<file path="src/rtl/wb_burst_memtest_pkg.sv">
// Shared types and constants for the Wishbone burst memory tester.
package wb_burst_memtest_pkg;

  typedef enum logic [2:0] {
    IDLE     = 3'd0,
    WR_BURST = 3'd1,
    WR_GAP   = 3'd2,
    RD_BURST = 3'd3,
    RD_GAP   = 3'd4,
    FINISH   = 3'd5
  } state_e;

  localparam logic [2:0] CTI_CLASSIC = 3'b000;
  localparam logic [2:0] CTI_INC     = 3'b010;
  localparam logic [2:0] CTI_EOB     = 3'b111;
  localparam logic [1:0] BTE_LINEAR  = 2'b00;

  function automatic logic [15:0] burst_beats(input logic [15:0] remaining,
                                              input int unsigned max_beats);
    if (remaining < 16'(max_beats)) return remaining;
    return 16'(max_beats);
  endfunction

  function automatic logic [15:0] sat_inc(input logic [15:0] v);
    return (v == 16'hFFFF) ? v : v + 16'd1;
  endfunction

endpackage

</file>
<file path="src/rtl/wb_burst_memtest_if.sv">
// Wishbone B4 registered-feedback bus between the tester (master) and memory (slave).
interface wb_burst_memtest_if #(
  parameter int AW = 32
) ();
  logic [AW-1:0] wb_adr_o;
  logic [31:0]   wb_dat_o;
  logic [3:0]    wb_sel_o;
  logic          wb_we_o;
  logic          wb_cyc_o;
  logic          wb_stb_o;
  logic [2:0]    wb_cti_o;
  logic [1:0]    wb_bte_o;
  logic [31:0]   wb_dat_i;
  logic          wb_ack_i;

  modport master (
    output wb_adr_o, wb_dat_o, wb_sel_o, wb_we_o, wb_cyc_o, wb_stb_o, wb_cti_o, wb_bte_o,
    input  wb_dat_i, wb_ack_i
  );

  modport slave (
    input  wb_adr_o, wb_dat_o, wb_sel_o, wb_we_o, wb_cyc_o, wb_stb_o, wb_cti_o, wb_bte_o,
    output wb_dat_i, wb_ack_i
  );
endinterface

</file>
<file path="src/rtl/wb_burst_memtest_pattern.sv">
// Combinational test pattern: the low 32 bits of the byte address XORed with SEED.
module wb_memtest_pattern #(
  parameter int          AW   = 32,
  parameter logic [31:0] SEED = 32'hA5A5_5A5A
) (
  input  logic [AW-1:0] addr_i,
  output logic [31:0]   pattern_o
);
  logic [31:0] addr32;

  generate
    if (AW >= 32) begin : g_trunc
      assign addr32 = addr_i[31:0];
    end else begin : g_ext
      assign addr32 = {{(32 - AW){1'b0}}, addr_i};
    end
  endgenerate

  assign pattern_o = addr32 ^ SEED;
endmodule

</file>
<file path="src/rtl/wb_burst_memtest.sv">
// Writes an address-derived pattern over a region in incrementing Wishbone bursts,
// reads it back, and reports mismatches and ack timeouts.
module wb_burst_memtest
  import wb_burst_memtest_pkg::*;
#(
  parameter int          AW        = 32,
  parameter int          BURST_LEN = 4,
  parameter logic [31:0] SEED      = 32'hA5A5_5A5A,
  parameter int          TIMEOUT   = 255
) (
  input  logic          wb_clk,
  input  logic          wb_rst,
  input  logic          start,
  input  logic [AW-1:0] base_addr,
  input  logic [15:0]   num_words,
  wb_burst_memtest_if.master wb,
  output logic          busy,
  output logic          done,
  output logic          pass,
  output logic [15:0]   err_count,
  output logic [AW-1:0] fail_addr
);

  localparam int WDW = (TIMEOUT > 1) ? $clog2(TIMEOUT) : 1;
  localparam logic [WDW-1:0] WDOG_LAST = WDW'(TIMEOUT - 1);

  state_e         state_q;
  logic [AW-1:0]  adr_q;
  logic [AW-1:0]  base_q;
  logic [15:0]    num_q;
  logic [15:0]    words_q;
  logic [4:0]     beat_q;
  logic [WDW-1:0] wdog_q;
  logic [15:0]    err_q;
  logic [AW-1:0]  fail_q;
  logic           pass_q;
  logic           done_q;
  logic           cyc_q;
  logic           we_q;
  logic [2:0]     cti_q;
  logic [3:0]     sel_q;

  logic [31:0]    pattern;
  logic [AW-1:0]  adr_inc_d;
  logic [15:0]    err_inc_d;
  logic           mismatch_d;
  logic [15:0]    rem_sel_d;
  logic [4:0]     launch_beats_d;
  logic [2:0]     launch_cti_d;

  wb_memtest_pattern #(
    .AW   (AW),
    .SEED (SEED)
  ) u_pattern (
    .addr_i    (adr_q),
    .pattern_o (pattern)
  );

  assign adr_inc_d  = adr_q + AW'(4);
  assign err_inc_d  = sat_inc(err_q);
  assign mismatch_d = (wb.wb_dat_i != pattern);

  // Word count feeding the next burst: fresh start, read-pass restart, or remainder.
  always_comb begin
    rem_sel_d = words_q;
    if (state_q == IDLE) begin
      rem_sel_d = num_words;
    end else if (state_q == WR_GAP && words_q == 16'd0) begin
      rem_sel_d = num_q;
    end
  end

  assign launch_beats_d = 5'(burst_beats(rem_sel_d, BURST_LEN));
  assign launch_cti_d   = (launch_beats_d == 5'd1) ? CTI_EOB : CTI_INC;

  always_ff @(posedge wb_clk) begin
    if (wb_rst) begin
      state_q <= IDLE;
      adr_q   <= '0;
      base_q  <= '0;
      num_q   <= '0;
      words_q <= '0;
      beat_q  <= '0;
      wdog_q  <= '0;
      err_q   <= '0;
      fail_q  <= '0;
      pass_q  <= 1'b0;
      done_q  <= 1'b0;
      cyc_q   <= 1'b0;
      we_q    <= 1'b0;
      cti_q   <= CTI_CLASSIC;
      sel_q   <= 4'h0;
    end else begin
      done_q <= 1'b0;
      case (state_q)
        IDLE: begin
          if (start) begin
            err_q  <= '0;
            fail_q <= '0;
            pass_q <= 1'b0;
            base_q <= base_addr;
            num_q  <= num_words;
            if (num_words == 16'd0) begin
              state_q <= FINISH;
            end else begin
              adr_q   <= base_addr;
              words_q <= num_words;
              beat_q  <= launch_beats_d;
              cti_q   <= launch_cti_d;
              wdog_q  <= '0;
              cyc_q   <= 1'b1;
              we_q    <= 1'b1;
              sel_q   <= 4'hF;
              state_q <= WR_BURST;
            end
          end
        end

        WR_BURST, RD_BURST: begin
          if (wb.wb_ack_i) begin
            adr_q   <= adr_inc_d;
            words_q <= words_q - 16'd1;
            beat_q  <= beat_q - 5'd1;
            wdog_q  <= '0;
            if (state_q == RD_BURST && mismatch_d) begin
              err_q <= err_inc_d;
              if (err_q == 16'd0) fail_q <= adr_q;
            end
            if (beat_q == 5'd1) begin
              cyc_q   <= 1'b0;
              cti_q   <= CTI_CLASSIC;
              state_q <= (state_q == WR_BURST) ? WR_GAP : RD_GAP;
            end else if (beat_q == 5'd2) begin
              cti_q <= CTI_EOB;
            end
          end else if (wdog_q == WDOG_LAST) begin
            // Slave never answered this beat: abandon the whole test.
            cyc_q   <= 1'b0;
            we_q    <= 1'b0;
            cti_q   <= CTI_CLASSIC;
            err_q   <= err_inc_d;
            if (err_q == 16'd0) fail_q <= adr_q;
            state_q <= FINISH;
          end else begin
            wdog_q <= wdog_q + WDW'(1);
          end
        end

        WR_GAP: begin
          beat_q <= launch_beats_d;
          cti_q  <= launch_cti_d;
          wdog_q <= '0;
          cyc_q  <= 1'b1;
          if (words_q == 16'd0) begin
            adr_q   <= base_q;
            words_q <= num_q;
            we_q    <= 1'b0;
            state_q <= RD_BURST;
          end else begin
            state_q <= WR_BURST;
          end
        end

        RD_GAP: begin
          if (words_q == 16'd0) begin
            state_q <= FINISH;
          end else begin
            beat_q  <= launch_beats_d;
            cti_q   <= launch_cti_d;
            wdog_q  <= '0;
            cyc_q   <= 1'b1;
            state_q <= RD_BURST;
          end
        end

        FINISH: begin
          done_q  <= 1'b1;
          pass_q  <= (err_q == 16'd0);
          we_q    <= 1'b0;
          state_q <= IDLE;
        end

        default: state_q <= IDLE;
      endcase
    end
  end

  assign wb.wb_adr_o = adr_q;
  assign wb.wb_dat_o = we_q ? pattern : 32'd0;
  assign wb.wb_sel_o = sel_q;
  assign wb.wb_we_o  = we_q;
  assign wb.wb_cyc_o = cyc_q;
  assign wb.wb_stb_o = cyc_q;
  assign wb.wb_cti_o = cti_q;
  assign wb.wb_bte_o = BTE_LINEAR;

  assign busy      = (state_q != IDLE);
  assign done      = done_q;
  assign pass      = pass_q;
  assign err_count = err_q;
  assign fail_addr = fail_q;

endmodule

</file>
<file path="src/flat_wrapper.sv">
// flat-port wrapper written by rule: the top's interface ports become plain ports
module wb_burst_memtest_flat import wb_burst_memtest_pkg::*;
#(
  parameter int          AW        = 32,
  parameter int          BURST_LEN = 4,
  parameter logic [31:0] SEED      = 32'hA5A5_5A5A,
  parameter int          TIMEOUT   = 255
)
  (wb_clk, wb_rst, start, base_addr, num_words, busy, done, pass, err_count, fail_addr, wb_wb_adr_o, wb_wb_dat_o, wb_wb_sel_o, wb_wb_we_o, wb_wb_cyc_o, wb_wb_stb_o, wb_wb_cti_o, wb_wb_bte_o, wb_wb_dat_i, wb_wb_ack_i);
  wb_burst_memtest_if #(.AW(AW)) wb_i ();
  input  logic wb_clk;
  input  logic wb_rst;
  input  logic start;
  input  logic [AW-1:0] base_addr;
  input  logic [15:0] num_words;
  output logic busy;
  output logic done;
  output logic pass;
  output logic [15:0] err_count;
  output logic [AW-1:0] fail_addr;
  output wire logic [$bits(wb_i.wb_adr_o)-1:0] wb_wb_adr_o;
  output wire logic [$bits(wb_i.wb_dat_o)-1:0] wb_wb_dat_o;
  output wire logic [$bits(wb_i.wb_sel_o)-1:0] wb_wb_sel_o;
  output wire logic [$bits(wb_i.wb_we_o)-1:0] wb_wb_we_o;
  output wire logic [$bits(wb_i.wb_cyc_o)-1:0] wb_wb_cyc_o;
  output wire logic [$bits(wb_i.wb_stb_o)-1:0] wb_wb_stb_o;
  output wire logic [$bits(wb_i.wb_cti_o)-1:0] wb_wb_cti_o;
  output wire logic [$bits(wb_i.wb_bte_o)-1:0] wb_wb_bte_o;
  input wire logic [$bits(wb_i.wb_dat_i)-1:0] wb_wb_dat_i;
  input wire logic [$bits(wb_i.wb_ack_i)-1:0] wb_wb_ack_i;
  assign wb_wb_adr_o = wb_i.wb_adr_o;
  assign wb_wb_dat_o = wb_i.wb_dat_o;
  assign wb_wb_sel_o = wb_i.wb_sel_o;
  assign wb_wb_we_o = wb_i.wb_we_o;
  assign wb_wb_cyc_o = wb_i.wb_cyc_o;
  assign wb_wb_stb_o = wb_i.wb_stb_o;
  assign wb_wb_cti_o = wb_i.wb_cti_o;
  assign wb_wb_bte_o = wb_i.wb_bte_o;
  assign wb_i.wb_dat_i = wb_wb_dat_i;
  assign wb_i.wb_ack_i = wb_wb_ack_i;
  wb_burst_memtest #(.AW(AW), .BURST_LEN(BURST_LEN), .SEED(SEED), .TIMEOUT(TIMEOUT)) u_core (.wb_clk(wb_clk), .wb_rst(wb_rst), .start(start), .base_addr(base_addr), .num_words(num_words), .wb(wb_i), .busy(busy), .done(done), .pass(pass), .err_count(err_count), .fail_addr(fail_addr));
endmodule
</file>
<file path="config.mk">
export PLATFORM = sky130hd
export DESIGN_NAME = wb_burst_memtest_flat
export DESIGN_NICKNAME = d
export VERILOG_FILES = /design/src/rtl/wb_burst_memtest_pkg.sv /design/src/rtl/wb_burst_memtest_if.sv /design/src/rtl/wb_burst_memtest_pattern.sv /design/src/rtl/wb_burst_memtest.sv /design/src/flat_wrapper.sv
export SDC_FILE = /design/constraint.sdc
export NUM_CORES = 1
export LEC_CHECK = 0
export BUFFER_PORTS_ARGS = -buffer_cell sky130_fd_sc_hd__buf_2
export CORE_UTILIZATION = 55
export CTS_CLUSTER_SIZE = 16
export DETAILED_ROUTE_END_ITERATION = 10
export PLACE_DENSITY_LB_ADDON = 0.05
export SYNTH_ARGS = -nofsm -noshare
export SYNTH_HDL_FRONTEND = slang
export SYNTH_SLANG_ARGS = --single-unit
</file>
<file path="constraint.sdc">
create_clock -name wb_clk -period 5.9 [get_ports wb_clk]
set_input_delay 1.18 -clock wb_clk [delete_from_list [all_inputs] [get_ports wb_clk]]
set_output_delay 1.18 -clock wb_clk [all_outputs]
set_load 0.01 [all_outputs]
</file>
**After elaboration in Yosys (flattened, before gate mapping)**

Index checks and enable logic that the tools add are counted.

- Flip-flop bits (word level): 168
- Word-level logic and storage cells: 140
- Output and inout port bits: 127
- Bits of input ports: 84

- Order comparisons: 1
- Mux-type cells: 70
- Bitwise gates (word level): 2
- Reduce and logical (&&, ||, !) cells: 24
- Add/subtract/negate cells: 5
- Eq/ne operators: 23

Operators with widths:

| cell | number |
|---|---|
| 2-to-1 mux 32 bit | 10 |
| 2-to-1 mux 16 bit | 11 |
| case mux 32 bit (3 select lines) | 1 |
| case mux 32 bit (2 select lines) | 1 |
| logical NOT 16 bit | 3 |
| case mux 16 bit (3 select lines) | 1 |
| 2-to-1 mux 3 bit | 15 |
| 2-to-1 mux 8 bit | 5 |
| adder 32 x 3 -> 32 bit (second input constant) | 1 |
| inequality test 32 bit | 1 |
| case mux 16 bit (2 select lines) | 1 |
| case mux 8 bit (4 select lines) | 1 |
| 2-to-1 mux 5 bit | 6 |
| case mux 3 bit (4 select lines) | 2 |
| case mux 5 bit (4 select lines) | 1 |
| AND reduction 6 bit | 3 |
| adder 16 x 1 -> 16 bit (second input constant) | 1 |
| equality test 16 bit (second input constant) | 1 |
| less-than comparator 16 x 3 -> 1 bit (second input constant) | 1 |
| NOT 16 bit | 1 |
| subtractor 16 x 1 -> 16 bit (second input constant) | 1 |
| AND reduction 5 bit | 3 |
| inequality test 2 bit (second input constant) | 6 |
| 2-to-1 mux 1 bit | 11 |
| 25 further kinds | 37 |

**Depth between registers and ports, before layout**

- Depth in word-level cells: 12
- Gate-level depth with buffers: 10

**Hierarchy**

From an unflattened synthesis, not the netlist that was laid out.

- Cell total of the unflattened synthesis: 1256
- Area, all modules: 9464.1 um^2

By module, submodules not included:

| module | instances | cells an instance | area an instance (um^2) |
|---|---|---|---|
| wb_burst_memtest | 1 | 1224 | 9283.9 |
| wb_memtest_pattern | 1 | 32 | 180.2 |

**Worst setup path after synthesis**

OpenSTA, ideal clock, no wires.

- Kind: input to register
- From: in wb_wb_ack_i
- To: reg u_core.fail_q[24] (netlist: u_core.fail_addr[24])
- Cell stages on the path: 8
- Library setup time: 0.088 ns
- Setup slack: 3.033 ns
- Buffers on the path: 3
- Data arrival time: 2.778 ns
- Cell sequence: buf_2 -> nor3b_1 -> o21a_1 -> a211o_1 -> or4_1 -> clkbuf_1 -> buf_6 -> o32ai_2

- Longest elaborated chain between the ends: 2

RTL lines:

| what | RTL line | source |
|---|---|---|
| from (decl) | flat_wrapper.sv:30 | `input wire logic [$bits(wb_i.wb_ack_i)-1:0] wb_wb_ack_i;` |
| inequality test 3 x 2 -> 1 bit (no source line) or 2-to-1 mux 32 bit (tied branches) | - |  |
| AND reduction 4 bit (no source line) or case mux 32 bit (2 select lines) (tied branches) | - |  |
| to (signal assigned) | wb_burst_memtest.sv:127 | `if (err_q == 16'd0) fail_q <= adr_q;` |
| to (signal assigned) | wb_burst_memtest.sv:142 | `if (err_q == 16'd0) fail_q <= adr_q;` |
| to (decl) | wb_burst_memtest.sv:35 | `logic [AW-1:0] fail_q;` |

Several ways; a longest one is shown, not always the timed one.
A chain may end at the register's enable or synchronous reset.

**Final worst setup path**

- From: reg u_core.state_q[0]
- To: reg u_core.fail_q[30] (netlist: u_core.fail_addr[30])

- Longest elaborated chain between the ends: 4

RTL lines:

| what | RTL line | source |
|---|---|---|
| from (decl) | wb_burst_memtest.sv:27 | `state_e state_q;` |
| from (signal assigned) | wb_burst_memtest.sv:132 | `state_q <= (state_q == WR_BURST) ? WR_GAP : RD_GAP;` |
| equality test 3 x 1 -> 1 bit or equality test 3 x 2 -> 1 bit (tied branches) | wb_burst_memtest.sv:95, wb_burst_memtest.sv:125 |  |
| OR reduction 2 bit or logical AND 1 bit (tied branches) | wb_burst_memtest.sv:95, wb_burst_memtest.sv:125 |  |
| inequality test 3 x 2 -> 1 bit (no source line) or nonzero test 2 bit (tied branches) | - |  |
| AND reduction 4 bit (no source line) | - |  |

Several ways; a longest one is shown, not always the timed one.

==> flow_summary_export.csv <==
group,metric,value,unit
outcome,outcome,"completed",
synthesis,ys_types,70,
critical_path,crit_fanout,32,
clocking,clock-root-buffer,"clkbuf_16",
synthesis,synth-main-ff-cell,"dfxtp_1",
routing,avgViaCountPerCell,6.26,
sta,setup_viol,0,
global_routing,grtUsageMet3,6.06,%
floorplanning,initial_utilization,57.1,%
critical_path,path_cells,"nor3b_1 > o21a_1 > a211o_1 > or4_1 > o32ai_1",
power_and_ir_drop,power-per-cell-area,290,mW/mm^2
critical_path,crit_buf_inv,0,
critical_path,cp_slowest_stage_delay,1000,ps
finish,area_growth,16.6,%
clocking,cts-buffers-inserted,17,
placed_design,place_hpwl,21.0,mm
routing,drt_wl_total,30.5,mm
power_and_ir_drop,vdd_drop_max,0.206,mV
sta,drv_slew,0,
sta,max_slew_margin,21.5,%
clocking,cts_hold_buf,0,
finish,final_nets,1426,
critical_path,r2r-start,"u_core.state_q[0]",
critical_path,end_kind,"register",
global_routing,grt_max_degree,82,
clocking,clk_latency,430,ps
critical_path,rrSetupSlack,2350,ps
synthesis,async_reset_ff_share,0,%
global_routing,met1_usage,48.2,%
sta,fin_hold_ws,455,ps
floorplanning,ios,211,
synthesis,ys_top_cells_by_area,"dfxtp_1 (36%), nand2_1 (8.0%), a21oi_1 (6.8%)",
placed_design,port_buffers,208,
critical_path,crit_arrival,3790,ps
finish,num_antenna_cells,0,
critical_path,critPathLaunchType,"register",
routing,drtPass1Iterations,7,
routing,drc,0,
finish,fillers,1459,
clocking,clock_path_buffers,2,
critical_path,cp_top_family,"simple AND/OR/NAND/NOR gates",
flow_run,maxCapViolCount,0,
global_routing,grt.busiest_layer,"met2",
synthesis,ys_seq_area_share,36.5,%
sta,clock.fmax,282,MHz
critical_path,worstReg2RegEnd,"u_core.fail_addr[30]",
synthesis,synth_top_area_share,36.5,%
clocking,cts.sinks,167,
worst_hold_path,hold_depth,2,
synthesis,synth.avg_cell_area,7.69,sq um
sta,worst-slew-pin-transition,1180,ps
synthesis,ys_ff_latch,167,
clocking,cts_setup_buffers,0,
sta,fin_skew,7.13,ps
sta,fin_crit_sh,60.1,%
worst_hold_path,min_path_type,"reg2reg",
global_routing,grt_pass1_wl,47.7,mm
routing,antenna_left,0,
sta,hold_viol_final,0,
global_routing,grtUsageMet2,53.7,%
placed_design,routabilityCongestion,0.894,
worst_hold_path,holdCritStartpoint,"u_core.base_q[8]",
clocking,htreeDepth,4,
floorplanning,die_y,131,um
floorplanning,num_rows,46,
synthesis,synth_edf_count,0,
power_and_ir_drop,leakagePower,4.24,nW
floorplanning,die_w,131,um
clocking,clk_pin_slew,60,ps
critical_path,critPathSlowestCell,"dfxtp_1",
routing,num_vias,9759,
floorplanning,coreArea,0.0161,sq mm
routing,wl_per_cell,19.6,um
clocking,cts_tree,"done",
critical_path,path_class,"reg2reg",
global_routing,track_usage,34.7,%
global_routing,grt_pass1_vias,8595,
critical_path,required,6150,ps
finish,layout-drive-gt1-share,20.8,%
global_routing,overflow,0,
routing,first_iter_violations,1101,
critical_path,rr_worst_depth,5,
synthesis,syn-instance-count,1193,
synthesis,netlist_area,0.00917,sq mm
clocking,cts_resized,0,
sta,setup_tns,0,ps
synthesis,yosys_warnings,0,
synthesis,yosys.area.top_type,"dfxtp_1",
sta,period_needed,3550,ps
placed_design,pre_cts_slack,2020,ps
sta,rsz0062_at_grt,"false",
global_routing,antenna_found_initial,0,
worst_hold_path,hold_end,"u_core.base_q[8]",
sta,fin_ws,2350,ps
floorplanning,die_area,0.0172,sq mm
-- metal layers --
layer,routed length (um),vias up
li1,-,4628
met1,13200,4530
met2,13800,549
met3,2690,52
met4,788,0
met5,0,-
-- layout by cell type, fill, tap and decap left out, types with 15 or more instances in the layout --
cell       instances
a21oi_1          125
a22oi_1           16
and2_1            22
buf_2            207
clkbuf_16         17
dfxtp_1          167
inv_1             44
nand2_1          195
nand3_1           33
nand4_1           18
nor2_1            67
nor2b_1           19
nor3_1            32
nor4_1            26
o21ai_0           54
o32ai_1           46
xnor2_1           17
xor2_1            15
-- final cells by class --
class                           count  area [sq um]  area share, %
Clock inverter                      8          72.6          0.679
Sequential cell                   167          3340           31.3
Tap cell                          216           270           2.53
Clock buffer                       22           494           4.62
Multi-Input combinational cell    880          5200           48.6
Inverter                           45           169           1.58
Timing Repair Buffer              221          1140           10.7
-- sequential cells by signal, indices dropped and copies added, names as in the netlist --
signal,count
u_core.done,1
u_core.wb.wb_sel_o,1
u_core.wb.wb_cti_o,2
u_core.words_q,16
u_core.fail_addr,32
u_core.num_q,16
u_core.base_q,32
u_core.state_q,3
u_core.err_count,16
u_core.wb.wb_adr_o,32
u_core.wb.wb_cyc_o,1
u_core.wb.wb_we_o,1
u_core.pass,1
u_core.beat_q,5
u_core.wdog_q,8
-- synth_stat cells (all sizes together) (2+ instances only) --
| library cell | instances |
|---|---|
| nand2 | 195 |
| dfxtp | 167 |
| a21oi | 125 |
| nor2 | 70 |
| clkbuf | 62 |
| o21ai | 54 |
| o32ai | 49 |
| inv | 44 |
| buf | 40 |
| nand3 | 33 |
| nor3 | 32 |
| nor4 | 30 |
| and2 | 22 |
| nor2b | 20 |
| nand4 | 19 |
| xnor2 | 17 |
| a22oi | 16 |
| xor2 | 15 |
| or4 | 13 |
| and3 | 12 |
| a221oi | 11 |
| a222oi | 11 |
| a31oi | 11 |
| ha | 10 |
| a211oi | 9 |
| nand2b | 9 |
| o31ai | 9 |
| a311oi | 8 |
| a22o | 7 |
| o211ai | 7 |
| o21a | 6 |
| or2 | 6 |
| o22ai | 5 |
| or3 | 5 |
| a31o | 4 |
| a41oi | 3 |
| and4 | 3 |
| nor3b | 3 |
| nor4b | 3 |
| o31a | 3 |
| a221o | 2 |
| nand4b | 2 |
| o211a | 2 |
| o221ai | 2 |
| or3b | 2 |
-- worst max-delay path by stage --
stage	start	endpoint	slack [ps]	cells after the start
6_report	u_core.state_q[0]	u_core.fail_addr[30]	2350	5
5_1_grt	u_core.state_q[0]	u_core.fail_addr[30]	2160	5
4_1_cts	u_core.state_q[0]	u_core.fail_addr[30]	2450	5
3_5_place_dp	wb_wb_dat_i[24]	u_core.fail_addr[30]	2020	8
3_3_place_gp	wb_wb_dat_i[24]	u_core.fail_addr[30]	2080	8
2_1_floorplan	wb_wb_ack_i	u_core.fail_addr[24]	3030	8
-- cell families (layout without fill, tap and decap cells) --
logic type	Yosys count	in the layout	synth area share, %
adders and majority gates	10	10	1.36
buffers and inverters	147	296	7.14
and+or+nand+nor	481	481	25.9
other	1	2	0.0409
xor gates and xnor gates	32	32	3.06
AOI/OAI and AO/OA	353	353	25.8
DFF	167	167	36.5
muxes	2	2	0.232
-- per-stage QoR --
stage / instance area [sq um] / utilization, % / std cells / power, W
floorplan: 9170 / - / 1194 / 0.00178
finish: 10700 / 66.6 / 1559 / 0.00310
global placement: 10100 / 63.0 / 1529 / 0.00201
detailed placement: 10100 / 63.0 / 1529 / 0.00202
CTS: 10700 / 66.6 / 1559 / 0.00309
global route: 10700 / 66.6 / 1559 / 0.00322
-- tightest hold or removal path, stage by stage, from the launching register on --
cell,delay [ps]
dfxtp_1,310
nand2_1,50
a21oi_1,50
-- where the power goes --
group	switching, W	internal (W)
Clock	0.000454	0.000629
Sequential	0.000127	0.00120
Combinational	0.000434	0.000252
Power figures use the tool's default switching activity.
